===== config.mk =====
export PLATFORM = sky130hd
export DESIGN_NAME = capture_controller
export DESIGN_NICKNAME = d
export VERILOG_FILES = /design/src/rtl/la_pkg.sv /design/src/rtl/sample_tick_gen.sv /design/src/rtl/capture_controller.sv
export SDC_FILE = /design/constraint.sdc
export NUM_CORES = 1
export LEC_CHECK = 0
export CORE_ASPECT_RATIO = 0.5
export CORE_MARGIN = 1
export CORE_UTILIZATION = 59
export DETAILED_ROUTE_END_ITERATION = 12
export PLACE_DENSITY = 0.85
export SLEW_MARGIN = 15
export SYNTH_ARGS = -nofsm -noshare
export SYNTH_HDL_FRONTEND = slang
export SYNTH_HIERARCHICAL = 1
export SYNTH_SLANG_ARGS = --single-unit
export TNS_END_PERCENT = 20

===== constraint.sdc =====
create_clock -name clk -period 8.66 [get_ports clk]
set_clock_uncertainty 0.1 [all_clocks]
set_input_delay 1.732 -clock clk [delete_from_list [all_inputs] [get_ports clk]]
set_output_delay 1.732 -clock clk [all_outputs]
set_load 0.01 [all_outputs]

===== src/rtl/la_pkg.sv =====
// Shared types and constants for the logic-analyzer capture path.
package la_pkg;

  localparam int          ADDR_W     = 16;
  localparam int          BANK_DEPTH = 8192;
  localparam int          DIV_W      = 16;
  localparam logic [15:0] ADDR_PARK  = 16'hFFFF;

  localparam logic [1:0] MODE_SINGLE  = 2'd0;
  localparam logic [1:0] MODE_DUAL    = 2'd1;
  localparam logic [1:0] MODE_MULTI   = 2'd2;
  localparam logic [1:0] MODE_INVALID = 2'd3;

  typedef enum logic [1:0] {
    IDLE    = 2'd0,
    ARMED   = 2'd1,
    CAPTURE = 2'd2,
    DONE    = 2'd3
  } state_t;

  // Samples per acquisition; fewer channels per sample means more banks per channel.
  function automatic int depth_of(input logic [1:0] mode, input int bank_depth);
    case (mode)
      MODE_SINGLE: depth_of = 32'sd4 * bank_depth;
      MODE_DUAL:   depth_of = 32'sd2 * bank_depth;
      MODE_MULTI:  depth_of = bank_depth;
      default:     depth_of = 32'sd0;
    endcase
  endfunction

endpackage


===== src/rtl/sample_tick_gen.sv =====
// Sample-rate prescaler: one tick every div+1 clocks, restartable with clear.
module sample_tick_gen
  import la_pkg::*;
#(
  parameter int DIV_W = 16
) (
  input  logic             clk,
  input  logic             rst_n,
  input  logic             clear,
  input  logic [DIV_W-1:0] div,
  output logic             tick
);

  logic [DIV_W-1:0] r_cnt;

  assign tick = (r_cnt == div);

  always_ff @(posedge clk or negedge rst_n) begin
    if (!rst_n) begin
      r_cnt <= {DIV_W{1'b0}};
    end else if (clear) begin
      r_cnt <= {DIV_W{1'b0}};
    end else if (tick) begin
      r_cnt <= {DIV_W{1'b0}};
    end else begin
      r_cnt <= r_cnt + DIV_W'(1'b1);
    end
  end

endmodule


===== src/rtl/capture_controller.sv =====
// Acquisition sequencer: synchronizes probes, waits for a trigger, then
// emits one write address/sample pair per sample tick until the buffer is full.
module capture_controller #(
  parameter int ADDR_W     = 16,
  parameter int BANK_DEPTH = 8192,
  parameter int DIV_W      = 16
) (
  input  logic              clk,
  input  logic              rst_n,
  input  logic              arm,
  input  logic              abort,
  input  logic [1:0]        mode,
  input  logic [DIV_W-1:0]  div,
  input  logic [3:0]        trig_mask,
  input  logic [3:0]        trig_value,
  input  logic              trig_edge,
  input  logic [3:0]        probe_in,
  output logic [3:0]        data_source,
  output logic [ADDR_W-1:0] write_address,
  output logic              wr_valid,
  output logic              busy,
  output logic              done
);
  import la_pkg::*;

  state_t            r_state;
  state_t            w_state_nxt;
  logic [3:0]        r_sync1;
  logic [3:0]        r_s_probe;
  logic [DIV_W-1:0]  r_div;
  logic [3:0]        r_mask;
  logic [3:0]        r_value;
  logic              r_edge;
  logic              r_prev_match;
  logic [ADDR_W-1:0] r_count;
  logic [ADDR_W-1:0] r_last;
  logic [3:0]        r_data;
  logic [ADDR_W-1:0] r_addr;
  logic              r_wr_valid;
  logic              r_busy;
  logic              r_done;

  logic              w_tick;
  logic              w_match;
  logic              w_trig;
  logic              w_accept;
  logic              w_write;
  logic [ADDR_W-1:0] w_addr;

  sample_tick_gen #(
    .DIV_W (DIV_W)
  ) u_tick (
    .clk   (clk),
    .rst_n (rst_n),
    .clear (w_accept),
    .div   (r_div),
    .tick  (w_tick)
  );

  assign w_match  = (((r_s_probe ^ r_value) & r_mask) == 4'd0);
  assign w_trig   = r_edge ? (w_match && !r_prev_match) : w_match;
  assign w_accept = arm && !abort && (mode != MODE_INVALID) &&
                    ((r_state == IDLE) || (r_state == DONE));

  always_ff @(posedge clk or negedge rst_n) begin
    if (!rst_n) begin
      r_state <= IDLE;
    end else begin
      r_state <= w_state_nxt;
    end
  end

  always_comb begin
    w_state_nxt = r_state;
    if (abort) begin
      w_state_nxt = IDLE;
    end else begin
      case (r_state)
        IDLE, DONE: begin
          if (w_accept) begin
            w_state_nxt = ARMED;
          end else begin
            w_state_nxt = r_state;
          end
        end
        ARMED: begin
          if (w_tick && w_trig) begin
            w_state_nxt = CAPTURE;
          end else begin
            w_state_nxt = ARMED;
          end
        end
        CAPTURE: begin
          if (w_tick && (r_count == r_last)) begin
            w_state_nxt = DONE;
          end else begin
            w_state_nxt = CAPTURE;
          end
        end
        default: w_state_nxt = IDLE;
      endcase
    end
  end

  // A tick that coincides with abort is dropped.
  always_comb begin
    w_write = 1'b0;
    w_addr  = {ADDR_W{1'b0}};
    case (r_state)
      ARMED: begin
        if (w_tick && w_trig && !abort) begin
          w_write = 1'b1;
          w_addr  = {ADDR_W{1'b0}};
        end else begin
          w_write = 1'b0;
          w_addr  = {ADDR_W{1'b0}};
        end
      end
      CAPTURE: begin
        if (w_tick && !abort) begin
          w_write = 1'b1;
          w_addr  = r_count;
        end else begin
          w_write = 1'b0;
          w_addr  = {ADDR_W{1'b0}};
        end
      end
      default: begin
        w_write = 1'b0;
        w_addr  = {ADDR_W{1'b0}};
      end
    endcase
  end

  always_ff @(posedge clk or negedge rst_n) begin
    if (!rst_n) begin
      r_sync1      <= 4'd0;
      r_s_probe    <= 4'd0;
      r_div        <= {DIV_W{1'b0}};
      r_mask       <= 4'd0;
      r_value      <= 4'd0;
      r_edge       <= 1'b0;
      r_prev_match <= 1'b1;
      r_count      <= {ADDR_W{1'b0}};
      r_last       <= {ADDR_W{1'b0}};
      r_data       <= 4'd0;
      r_addr       <= ADDR_W'(ADDR_PARK);
      r_wr_valid   <= 1'b0;
      r_busy       <= 1'b0;
      r_done       <= 1'b0;
    end else begin
      r_sync1   <= probe_in;
      r_s_probe <= r_sync1;

      if (w_accept) begin
        r_div        <= div;
        r_mask       <= trig_mask;
        r_value      <= trig_value;
        r_edge       <= trig_edge;
        r_prev_match <= 1'b1;
        r_count      <= {ADDR_W{1'b0}};
        r_last       <= ADDR_W'(depth_of(mode, BANK_DEPTH) - 32'sd1);
      end else if ((r_state == ARMED) && w_tick && !abort) begin
        r_prev_match <= w_match;
        if (w_trig) begin
          r_count <= ADDR_W'(1'b1);
        end else begin
          r_count <= r_count;
        end
      end else if ((r_state == CAPTURE) && w_tick && !abort) begin
        r_count <= r_count + ADDR_W'(1'b1);
      end else begin
        r_count <= r_count;
      end

      r_wr_valid <= w_write;
      r_addr     <= w_write ? w_addr : ADDR_W'(ADDR_PARK);
      r_data     <= w_write ? r_s_probe : 4'd0;
      r_busy     <= (w_state_nxt == ARMED) || (w_state_nxt == CAPTURE);
      r_done     <= (w_state_nxt == DONE);
    end
  end

  assign data_source   = r_data;
  assign write_address = r_addr;
  assign wr_valid      = r_wr_valid;
  assign busy          = r_busy;
  assign done          = r_done;

endmodule

-- Word level (Yosys, flattened, before mapping)
Index checks and enable logic that the tools add are counted.
- register bits: 107
- output and inout port bits: 23
- logic and storage cells: 79
- add/subtract/negate cells: 3
- equal/unequal tests: 12
- muxes and demuxes: 23
- bitwise logic cells: 2
- reductions and logical operators: 23
- operators by type and width (operator ; count):
    $mux 16 ; 10
    $pmux 16 s3 ; 1
    $add 16x1->16 const B ; 2
    $eq 16x16->1 ; 2
    $sub 16x2->16 const B ; 1
    $logic_and 1x1->1 ; 12
    $eq 2x2->1 const B ; 5
    $eq 2x1->1 const B ; 3
    $mux 1 ; 6
    $mux 2 ; 3
    $pmux 2 s3 ; 1
    $and 4x4->4 ; 1
    $logic_not 2->1 ; 2
    $logic_not 4->1 ; 1
    $mux 4 ; 1
    $xor 4x4->4 ; 1
    $ne 3x2->1 const B ; 1
    $reduce_bool 3->1 ; 1
    $logic_not 1->1 ; 2
    $logic_or 1x1->1 ; 2
    $ne 2x2->1 const B ; 1
    $pmux 1 s2 ; 1
    $reduce_and 2->1 ; 1
    $reduce_bool 2->1 ; 1
    $reduce_or 2->1 ; 1

-- Longest topological paths before layout
Gate-level depths: netlist of run 1.
- word-level depth: 11
- depth in mapped cells: 11
- mapped depth without buffers: 8

-- By module
The synthesis of run 1 kept the hierarchy.
- by module, submodules not included (module ; instances ; cells an instance ; area an instance (um2)):
    capture_controller ; 1 ; 345 ; 3383.2
    sample_tick_gen ; 1 ; 99 ; 959.7

-- Worst setup path before layout of run 1
OpenSTA, ideal clock, no wires.
- kind: in2reg
- from: input mode[0]
- to: register u_tick.r_cnt[10]
- arrival time: 3.262 ns
- data required time: 8.441 ns
- setup slack: 5.179 ns
- stages: 10
- path buffers: 4
- path through: ha_1 > nand4bb_1 > buf_2 > inv_2 > clkbuf_1 > clkbuf_1 > inv_1 > o41ai_4 > buf_6 > nor2_1
- word-level cells in the longest chain between the ends: 4
- RTL lines (element ; line ; RTL):
    start, declared ; capture_controller.sv:12 ; input logic [1:0] mode,
    $ne 2x2->1 ; capture_controller.sv:62 ; assign w_accept = arm && !abort && (mode != MODE_INVALID) &&
    $logic_and 1x1->1 (2 in a row) ; capture_controller.sv:62 ;
    named net w_accept ; capture_controller.sv:46 ; logic w_accept;
    $mux 16 ; sample_tick_gen.sv:21 ; end else if (clear) begin
    end signal, assigned ; sample_tick_gen.sv:20 ; r_cnt <= {DIV_W{1'b0}};
    end signal, assigned ; sample_tick_gen.sv:22 ; r_cnt <= {DIV_W{1'b0}};
    end signal, assigned ; sample_tick_gen.sv:24 ; r_cnt <= {DIV_W{1'b0}};
    end, declared ; sample_tick_gen.sv:14 ; logic [DIV_W-1:0] r_cnt;
The timed path passes the listed nets, and every way through them passes these cells.
A chain may end at the register's enable or synchronous reset.

-- Worst setup path after layout of run 1
- from: input mode[1]
- to: register r_count[6]
- word-level cells in the longest chain between the ends: 5
- elaborated cells between the ends (all ways): 7
- classes of those cells: eq/ne: 2; mux: 1; reduce/logical: 4
- RTL lines (element ; line ; RTL):
    $ne 2x2->1 (*) ; capture_controller.sv:62 ;
    $logic_and 1x1->1 (*) (2 in a row) ; capture_controller.sv:62 ;
    $ne 3x2->1 (no line) / $reduce_bool 3->1 (equally long branches) ; -- ;
    $reduce_and 2->1 (no line) ; -- ;
    end signal, assigned ; capture_controller.sv:144 ; r_count <= {ADDR_W{1'b0}};
    end signal, assigned ; capture_controller.sv:161 ; r_count <= {ADDR_W{1'b0}};
    end signal, assigned ; capture_controller.sv:166 ; r_count <= ADDR_W'(1'b1);
    end, declared ; capture_controller.sv:35 ; logic [ADDR_W-1:0] r_count;
Mark *: on every way between the ends. The rest lies on a longest branch, timed or not.

==> impl_metrics.yaml, run 1 <==
outcome:
  outcome: "complete, no violations"
floorplan:
  die_width_um: 123
  start_util_pct: 63.1
  pin_count: 58
  dieHeight_um: 62.7
  die_area_um2: 7730
  rows: 21
  core-area_um2: 6880
clocking:
  cts_root_buf: "clkbuf_16"
  cts_setup_buffers: 0
  cts-htree-levels: 3
  clock_latency_ns: 0.34
  cts_buffers: 9
  clkTransAtPathRegs_ns: 0.06
  hold_buffers: 0
  cts_resized: 0
  clkSinkCount: 95
  ctsLongestPathBuffers: 2
  cts_tree: "done"
grt:
  grt_pass1_wl_um: 14800
  gr-total-overflow: 0
  grt_use_total_pct: 25.2
  grt_max_degree: 82
  grt_pass1_vias: 3211
  antenna_found_initial: 0
setup_path:
  cp_top_family: "buffers and inverters"
  cp-end-kind: "flop"
  crit_type: "in -> reg"
  crit_fanout: 35
  critPathBufInv: 3
  crit_slowest_cell: "nor2_1"
  max_stage_delay_ns: 0.77
  cp_cell_sequence: "clkdlybuf4s50_1 > ha_1 > nand4bb_1 > buf_4 > inv_2 > nor2_1 > o211ai_1 > o41ai_1 > a21o_1"
  critPathRequiredTime_ns: 8.84
  worstPathArrival_ns: 4.35
  critPathLaunchType: "input port"
yosys:
  syn_avg_cell_area_um2: 9.78
  synthCells: 444
  ys.flop_type: "dfrtp_1"
  seq_area_frac_synth_pct: 55.2
  syn-cell-area_um2: 4340
  yosys_warnings: 6
  yosys.cell_types.count: 52
  synth_edf_count: 0
  ys_seq_elements: 95
  synth_fp_nets: 486
  async_flop_share_pct: 100
routing:
  wl_per_cell_um: 14.8
  drt-total-wl_um: 8750
  first_pass_iters: 5
  vias: 3301
  top_layer_used: "met4"
  detail_route.iter0.violations: 319
  wl_met1_um: 3880
  antenna_left: 0
  wl_met2_um: 4320
  post-route-drc-count: 0
  vias_per_cell: 5.59
  met3_length_um: 408
sta:
  rsz0062_at_grt: "false"
  hold_viol: 0
  fin_setup_tns_ns: 0
  holdWs_ns: 0.247
  layout_min_cycle_time_ns: 4.17
  max_freq_mhz: 240
  relSlewSlack_pct: 27.4
  drv_slew: 0
  worst_slew_pin_slew_ns: 1.08
  setup_violations: 0
  min_period_over_period_pct: 48.1
hold_path:
  hold_path_class: "reg -> reg"
placed_design:
  placed_cells: 575
  routabilityCongestion: 0.845
  hpwl_um: 5870
  post_dp_cell_area_um2: 4940
  numPortBuffers: 57
final_layout:
  nNetsFinal: 536
  layout-area-overhead-vs-synth_pct: 21.3
  num_antenna_cells: 0
  final_area_um2: 5270
  fin_cells: 591
  drive_gt1_share_pct: 8.62
power:
  power-per-cell-area_nw_per_um2: 239
  ir_drop_v: 0.000161
  p_total_mw: 1.26
  p_leak_nw: 2.44
job:
  maxCapViolations: 0
## cells in the mapped netlist (2+ instances only)
master    number  area share, %
a211o_1        7            1.4
a21o_1         6            1.0
a21oi_1        8           0.92
a22o_1         2           0.40
a22oi_1        3           0.52
and2_1         7            1.0
and3_1         5           0.72
buf_2          5           0.58
buf_6          3           0.78
clkbuf_1      12            1.0
dfrtp_1       78             45
dfstp_2       17             10
ha_1           7            2.0
inv_1         11           0.95
nand2_1      132             11
nand3_1       15            1.7
nand4_1       13            1.9
nor2_1        22            1.9
nor3_1        10            1.2
nor3_2         2           0.46
nor3b_1        2           0.35
nor4_1         3           0.43
o21ai_0        6           0.69
o31ai_1        2           0.35
o41ai_1        2           0.40
or3_1          4           0.58
or4_1          3           0.52
xnor2_1       21            4.2
xor2_1        13            2.6
## worst paths after layout
check | cells after the start | start | to | slack [ns]
setup / recovery | 9 | mode[1] | r_count[6] | 4.49
hold / removal | 0 | r_sync1[1] | r_s_probe[1] | 0.25
setup reg to reg | 9 | u_tick/r_cnt[3] | write_address[12] | 4.94
hold reg to reg | 0 | r_sync1[1] | r_s_probe[1] | 0.25
max in group asynchronous | 2 | rst_n | r_count[12] | 6.13
min in group asynchronous | 1 | rst_n | u_tick/r_cnt[1] | 1.13
## per-layer routing
layer | up-vias | track usage, %
li1 | 1591 | -
met1 | 1616 | 33.2
met2 | 81 | 40.3
met3 | 13 | 5.93
met4 | 0 | 9.94
met5 | - | 0
## stage by stage
| stage | setup slack (ns) | utilization [%] |
|---|---|---|
| 2_1_floorplan | 5.18 | - |
| 3_3_place_gp | 4.20 | 71.8 |
| 3_5_place_dp | 4.16 | 71.8 |
| 4_1_cts | 4.51 | 76.5 |
| 5_1_grt | 4.27 | 76.5 |
| 6_report | 4.49 | 76.5 |
## power by group
part           internal, mW  switching (mW)
clock                 0.268           0.156
combinational         0.113           0.136
sequential            0.523          0.0648
## cell families after synthesis
family	count (synthesis)	synth area share (%)
AND/OR/NAND/NOR	230	24.5
adder cells (fa/ha/maj)	7	2.02
XOR/XNOR	34	6.86
buffers and inverters	33	3.51
flip-flops	95	55.2
AO/OA/AOI/OAI	44	7.64
multiplexers	1	0.230
## cells in the final DEF, fill, tap and decap left out, types with 2 or more instances in the layout
master / Yosys / final
a211o_1: 7 / 7
a21o_1: 6 / 6
a21oi_1: 8 / 8
a22o_1: 2 / 2
a22oi_1: 3 / 3
and2_1: 7 / 7
and3_1: 5 / 5
buf_4: 0 / 4
bufinv_16: 0 / 2
clkbuf_1: 12 / 2
clkbuf_16: 0 / 9
clkbuf_8: 0 / 2
clkdlybuf4s50_1: 0 / 56
dfrtp_1: 78 / 78
dfstp_2: 17 / 17
ha_1: 7 / 7
inv_1: 11 / 11
nand2_1: 132 / 132
nand3_1: 15 / 15
nand4_1: 13 / 13
nor2_1: 22 / 22
nor3_1: 10 / 10
nor3_2: 2 / 2
nor3b_1: 2 / 2
nor4_1: 3 / 3
o21ai_0: 6 / 6
o31ai_1: 2 / 2
o41ai_1: 2 / 2
or3_1: 4 / 4
or4_1: 3 / 3
xnor2_1: 21 / 21
xor2_1: 13 / 13
## flip-flops by register name, indices dropped and copies added (netlist names)
| name | cells |
|---|---|
| r_mask | 4 |
| u_tick/r_cnt | 16 |
| wr_valid | 1 |
| write_address | 16 |
| r_div | 16 |
| r_count | 16 |
| r_prev_match | 1 |
| r_s_probe | 4 |
| done | 1 |
| r_sync1 | 4 |
| data_source | 4 |
| r_edge | 1 |
| r_state | 2 |
| r_value | 4 |
| r_last | 4 |
| busy | 1 |
## layout make-up
cell class                      count  area, µm²
Fill cell                         465       1620
Multi-Input combinational cell    316       1790
Sequential cell                    95       2400
Clock inverter                      3       65.1
Timing Repair Buffer               60        591
Clock buffer                       13        260
Inverter                           12       45.0
Tap cell                           92        115
Power figures use the tool's default switching activity.
==> run 2, diff against run 1 <==
Settings changed: CORE_UTILIZATION 59 to 49, PLACE_DENSITY 0.85 to 0.75.
Clock period 8.66 ns to 3.8 ns, I/O delays scaled along.
==> impl_metrics.yaml, run 2 (synthesis gave the netlist of run 1 again) <==
floorplan:
  pin_count: 58
  core-area_um2: 8290
  rows: 23
  die_area_um2: 9270
  start_util_pct: 52.4
  dieHeight_um: 68.6
  die_width_um: 135
clocking:
  cts_root_buf: "clkbuf_16"
  cts-htree-levels: 3
  hold_buffers: 0
  cts_tree: "done"
  clkSinkCount: 95
  cts_resized: 0
  clkTransAtPathRegs_ns: 0.06
  cts_setup_buffers: 0
  clock_latency_ns: 0.34
  ctsLongestPathBuffers: 2
  cts_buffers: 9
sta:
  drv_slew: 0
  max_freq_mhz: 316
  layout_min_cycle_time_ns: 3.16
  relSlewSlack_pct: 38.1
  min_period_over_period_pct: 83.3
  hold_viol: 0
  fin_ws_ns: 0.636
  worst_slew_pin_slew_ns: 0.926
  fin_setup_tns_ns: 0
  setup_violations: 0
  rsz0062_at_grt: "false"
routing:
  detail_route.iter0.violations: 183
  vias: 3234
  drt-total-wl_um: 8530
  vias_per_cell: 5.27
  wl_per_cell_um: 13.9
  post-route-drc-count: 0
  antenna_left: 0
  first_pass_iters: 4
final_layout:
  drive_gt1_share_pct: 8.96
  final_area_um2: 5290
  nFillCells: 684
  nNetsFinal: 539
  layout-area-overhead-vs-synth_pct: 21.9
  num_antenna_cells: 0
  layout_common_cells: "132 x nand2_1, 78 x dfrtp_1, 56 x clkdlybuf4s50_1"
  final_common_cell: "nand2_1"
  fin_cells: 614
  ff_latch_area_um2: 2400
  multiInputGateArea_um2: 1790
setup_path:
  max_stage_delay_ns: 0.43
  r2r_slack_ns: 0.64
  cp_top_family: "simple AND/OR/NAND/NOR gates"
  cp-end-kind: "flop"
  crit_type: "reg -> reg"
  critPathBufInv: 1
  cp_cell_sequence: "xnor2_1 > nand4_1 > nor4_1 > buf_4 > nand2_1 > or4_1 > or3_1 > a311oi_1 > ha_1"
  worstPathArrival_ns: 3.29
  crit_fanout: 5
  critPathRequiredTime_ns: 3.93
  critPathLaunchType: "flop"
  crit_slowest_cell: "dfrtp_1"
  r2r-end: "busy"
  r2r_cells: 9
  reg2reg_from: "u_tick/r_cnt[3]"
placed_design:
  routabilityCongestion: 0.849
  hpwl_um: 5740
  post-place-ws_ns: 0.648
  numPortBuffers: 57
  placed_cells: 598
  post_dp_cell_area_um2: 5000
power:
  ir_drop_v: 0.000308
  p_leak_nw: 2.44
  power-per-cell-area_nw_per_um2: 528
  p_total_mw: 2.79
grt:
  antenna_found_initial: 0
  grt_use_total_pct: 20.5
  grt_pass1_wl_um: 14200
  grt_pass1_vias: 3004
  gr-total-overflow: 0
  grt_max_degree: 87
outcome:
  outcome: "complete, no violations"
job:
  maxCapViolations: 0
hold_path:
  hold_path_class: "in -> async"
[run 2: worst reg2reg max path, stage by stage, from the launching register on]
cell      delay (ns)
dfrtp_1         0.43
xnor2_1         0.21
nand4_1         0.21
nor4_1          0.36
buf_4           0.20
nand2_1         0.07
or4_1           0.39
or3_1           0.39
a311oi_1        0.40
ha_1            0.30
[run 2: layout make-up]
cell class / count / share of cell area (%)
Tap cell: 112 / 2.65
Inverter: 12 / 0.851
Clock inverter: 3 / 0.804
Multi-Input combinational cell: 316 / 33.8
Timing Repair Buffer: 63 / 11.8
Sequential cell: 95 / 45.3
Clock buffer: 13 / 4.73
[run 2: worst max path at each step]
stage,cells after the start,startpoint,slack [ns],to
floorplan,8,u_tick/r_cnt[3],0.92,busy
global placement,9,u_tick/r_cnt[10],0.72,busy
detailed placement,9,u_tick/r_cnt[3],0.65,busy
CTS,9,u_tick/r_cnt[3],0.63,busy
global route,9,u_tick/r_cnt[3],0.42,busy
finish,9,u_tick/r_cnt[3],0.64,busy
[run 2: metal layers]
layer	GRT usage [%]	wire [µm]
met5	0	0
met4	7.30	68
met3	5.99	325
met2	34.8	4260
met1	25.6	3880
[run 2: through the flow]
step	utilization (%)	hold WS, ns
after floorplan	-	0.231
after CTS	63.9	0.127
after global placement	60.3	0.234
final	63.9	0.135
after global routing	63.9	0.130
after detailed placement	60.3	0.236
[run 2: where the power goes]
part           total (mW)  internal (mW)  leakage [nW]  switching, mW
Clock               0.890          0.527         0.140          0.363
Combinational       0.568          0.260          1.11          0.308
Sequential           1.34           1.19          1.19          0.145
Total                2.79           1.98          2.44          0.816
==> run 3, diff against run 2 <==
Settings changed: CORE_UTILIZATION 49 to 55, PLACE_DENSITY 0.75 to 0.8.
Clock period 3.8 ns to 3.1 ns, I/O delays scaled along.
==> impl_metrics.yaml, run 3 (synthesis gave the netlist of run 1 again) <==
outcome:
  outcome: "complete, no violations"
grt:
  grt_max_degree: 41
  grt_pass1_wl_um: 14700
  gr-total-overflow: 0
  grt_use_total_pct: 23.4
  grt_pass1_vias: 3138
  antenna_found_initial: 0
final_layout:
  num_antenna_cells: 0
  layout_common_cells: "132 x nand2_1, 78 x dfrtp_1, 56 x clkdlybuf4s50_1"
  ff_latch_area_um2: 2400
  drive_gt1_share_pct: 10.3
  final_common_cell: "nand2_1"
  nFillCells: 574
  multiInputGateArea_um2: 1800
  final_core_util_pct: 71.5
  layout-area-overhead-vs-synth_pct: 23.3
  nNetsFinal: 543
routing:
  detail_route.iter0.violations: 225
  drt-total-wl_um: 8590
  vias: 3282
  first_pass_iters: 6
  post-route-drc-count: 0
  vias_per_cell: 5.35
  antenna_left: 0
  wl_per_cell_um: 14.0
sta:
  drv_slew: 0
  setup_violations: 0
  max_freq_mhz: 341
  hold_viol: 0
  rsz0062_at_grt: "false"
  relSlewSlack_pct: 35.8
  min_period_over_period_pct: 94.6
  worst_slew_pin_slew_ns: 0.960
  layout_min_cycle_time_ns: 2.93
  fin_setup_tns_ns: 0
clocking:
  cts_tree: "done"
  cts_buffers: 9
  cts-htree-levels: 3
  clkTransAtPathRegs_ns: 0.06
  hold_buffers: 0
  clock_latency_ns: 0.35
  ctsLongestPathBuffers: 2
  cts_setup_buffers: 0
  clkSinkCount: 95
  cts_root_buf: "clkbuf_16"
floorplan:
  die_width_um: 128
  dieHeight_um: 64.8
  core-area_um2: 7490
  pin_count: 58
  die_area_um2: 8280
  rows: 22
  start_util_pct: 58.0
placed_design:
  hpwl_um: 5920
  numPortBuffers: 57
  routabilityCongestion: 0.895
setup_path:
  crit_fanout: 5
  crit_type: "reg -> reg"
  worstPathArrival_ns: 3.06
  cp-end-kind: "flop"
  critPathRequiredTime_ns: 3.23
  critPathLaunchType: "flop"
hold_path:
  hold_path_class: "in -> async"
power:
  p_leak_nw: 2.48
  ir_drop_v: 0.000443
  power-per-cell-area_nw_per_um2: 659
job:
  maxCapViolations: 0
==> run 3: cell count changes in the layout (fill, tap and decap cells not counted) <==
cell,change
bufinv_16,+1
nor4_2,+1
nor4_1,-1
clkinv_2,+1
a311oi_2,+1
buf_4,+4
clkbuf_1,-1
clkinvlp_4,-1
a311oi_1,-1
==> run 3: critical path, stage by stage, from the launching register on <==
cell      delay (ns)
dfrtp_1         0.44
xnor2_1         0.19
nand4_1         0.20
nor4_2          0.34
buf_4           0.18
nand2_1         0.07
or4_1           0.39
or3_1           0.38
a311oi_2        0.27
ha_1            0.28
==> run 3: cell type report <==
| type | instances | area share (%) |
|---|---|---|
| Timing Repair Buffer | 67 | 12.2 |
| Multi-Input combinational cell | 316 | 33.7 |
| Tap cell | 108 | 2.52 |
| Inverter | 12 | 0.841 |
| Clock inverter | 4 | 1.31 |
| Sequential cell | 95 | 44.8 |
| Clock buffer | 12 | 4.60 |
==> run 3: path summary, 6_finish.rpt <==
| path | depth (start not counted) | slack (ns) | endpoint | startpoint |
|---|---|---|---|---|
| min in group clk | 0 | 0.25 | r_s_probe[1] | r_sync1[1] |
| min reg2reg | 0 | 0.25 | r_s_probe[1] | r_sync1[1] |
| max reg2reg | 9 | 0.17 | busy | u_tick/r_cnt[3] |
| max | 9 | 0.17 | busy | u_tick/r_cnt[3] |
| min | 1 | 0.15 | r_last[12] | rst_n |
| max in group asynchronous | 2 | 2.11 | r_prev_match | rst_n |
==> run 3: stage by stage <==
| stage | hold WS, ns | setup slack, ns | instances | area [µm²] | total power, mW |
|---|---|---|---|---|---|
| after floorplan | 0.224 | 0.224 | 444 | 4340 | 2.13 |
| after CTS | 0.157 | 0.0617 | 614 | 5350 | 3.56 |
| after detailed placement | 0.238 | 0.0353 | 598 | 5030 | 2.37 |
| after global routing | 0.180 | 0.00330 | 614 | 5360 | 3.72 |
| after global placement | 0.234 | 0.124 | 598 | 5030 | 2.34 |
| final | 0.151 | 0.167 | 614 | 5360 | 3.53 |
==> run 3: repair_timing <==
action | CTS | global route
setup endpoints to repair | 1 | 2
pin swaps | 0 | 2
gates resized for setup | 1 | 1
endpoints found under the hold margin | 0 | 0
==> run 3: where the power goes <==
group / internal, mW / switching, mW / total, mW
sequential: 1.46 / 0.171 / 1.63
combinational: 0.330 / 0.399 / 0.728
clock: 0.726 / 0.443 / 1.17
==> run 3: layer usage <==
layer,GRT usage (%),share of wire (%),up-vias
li1,-,-,1611
met1,29.7,46,1588
met2,38.3,48,70
met3,7.10,4.6,13
met4,8.97,1.6,0
met5,0,0,-
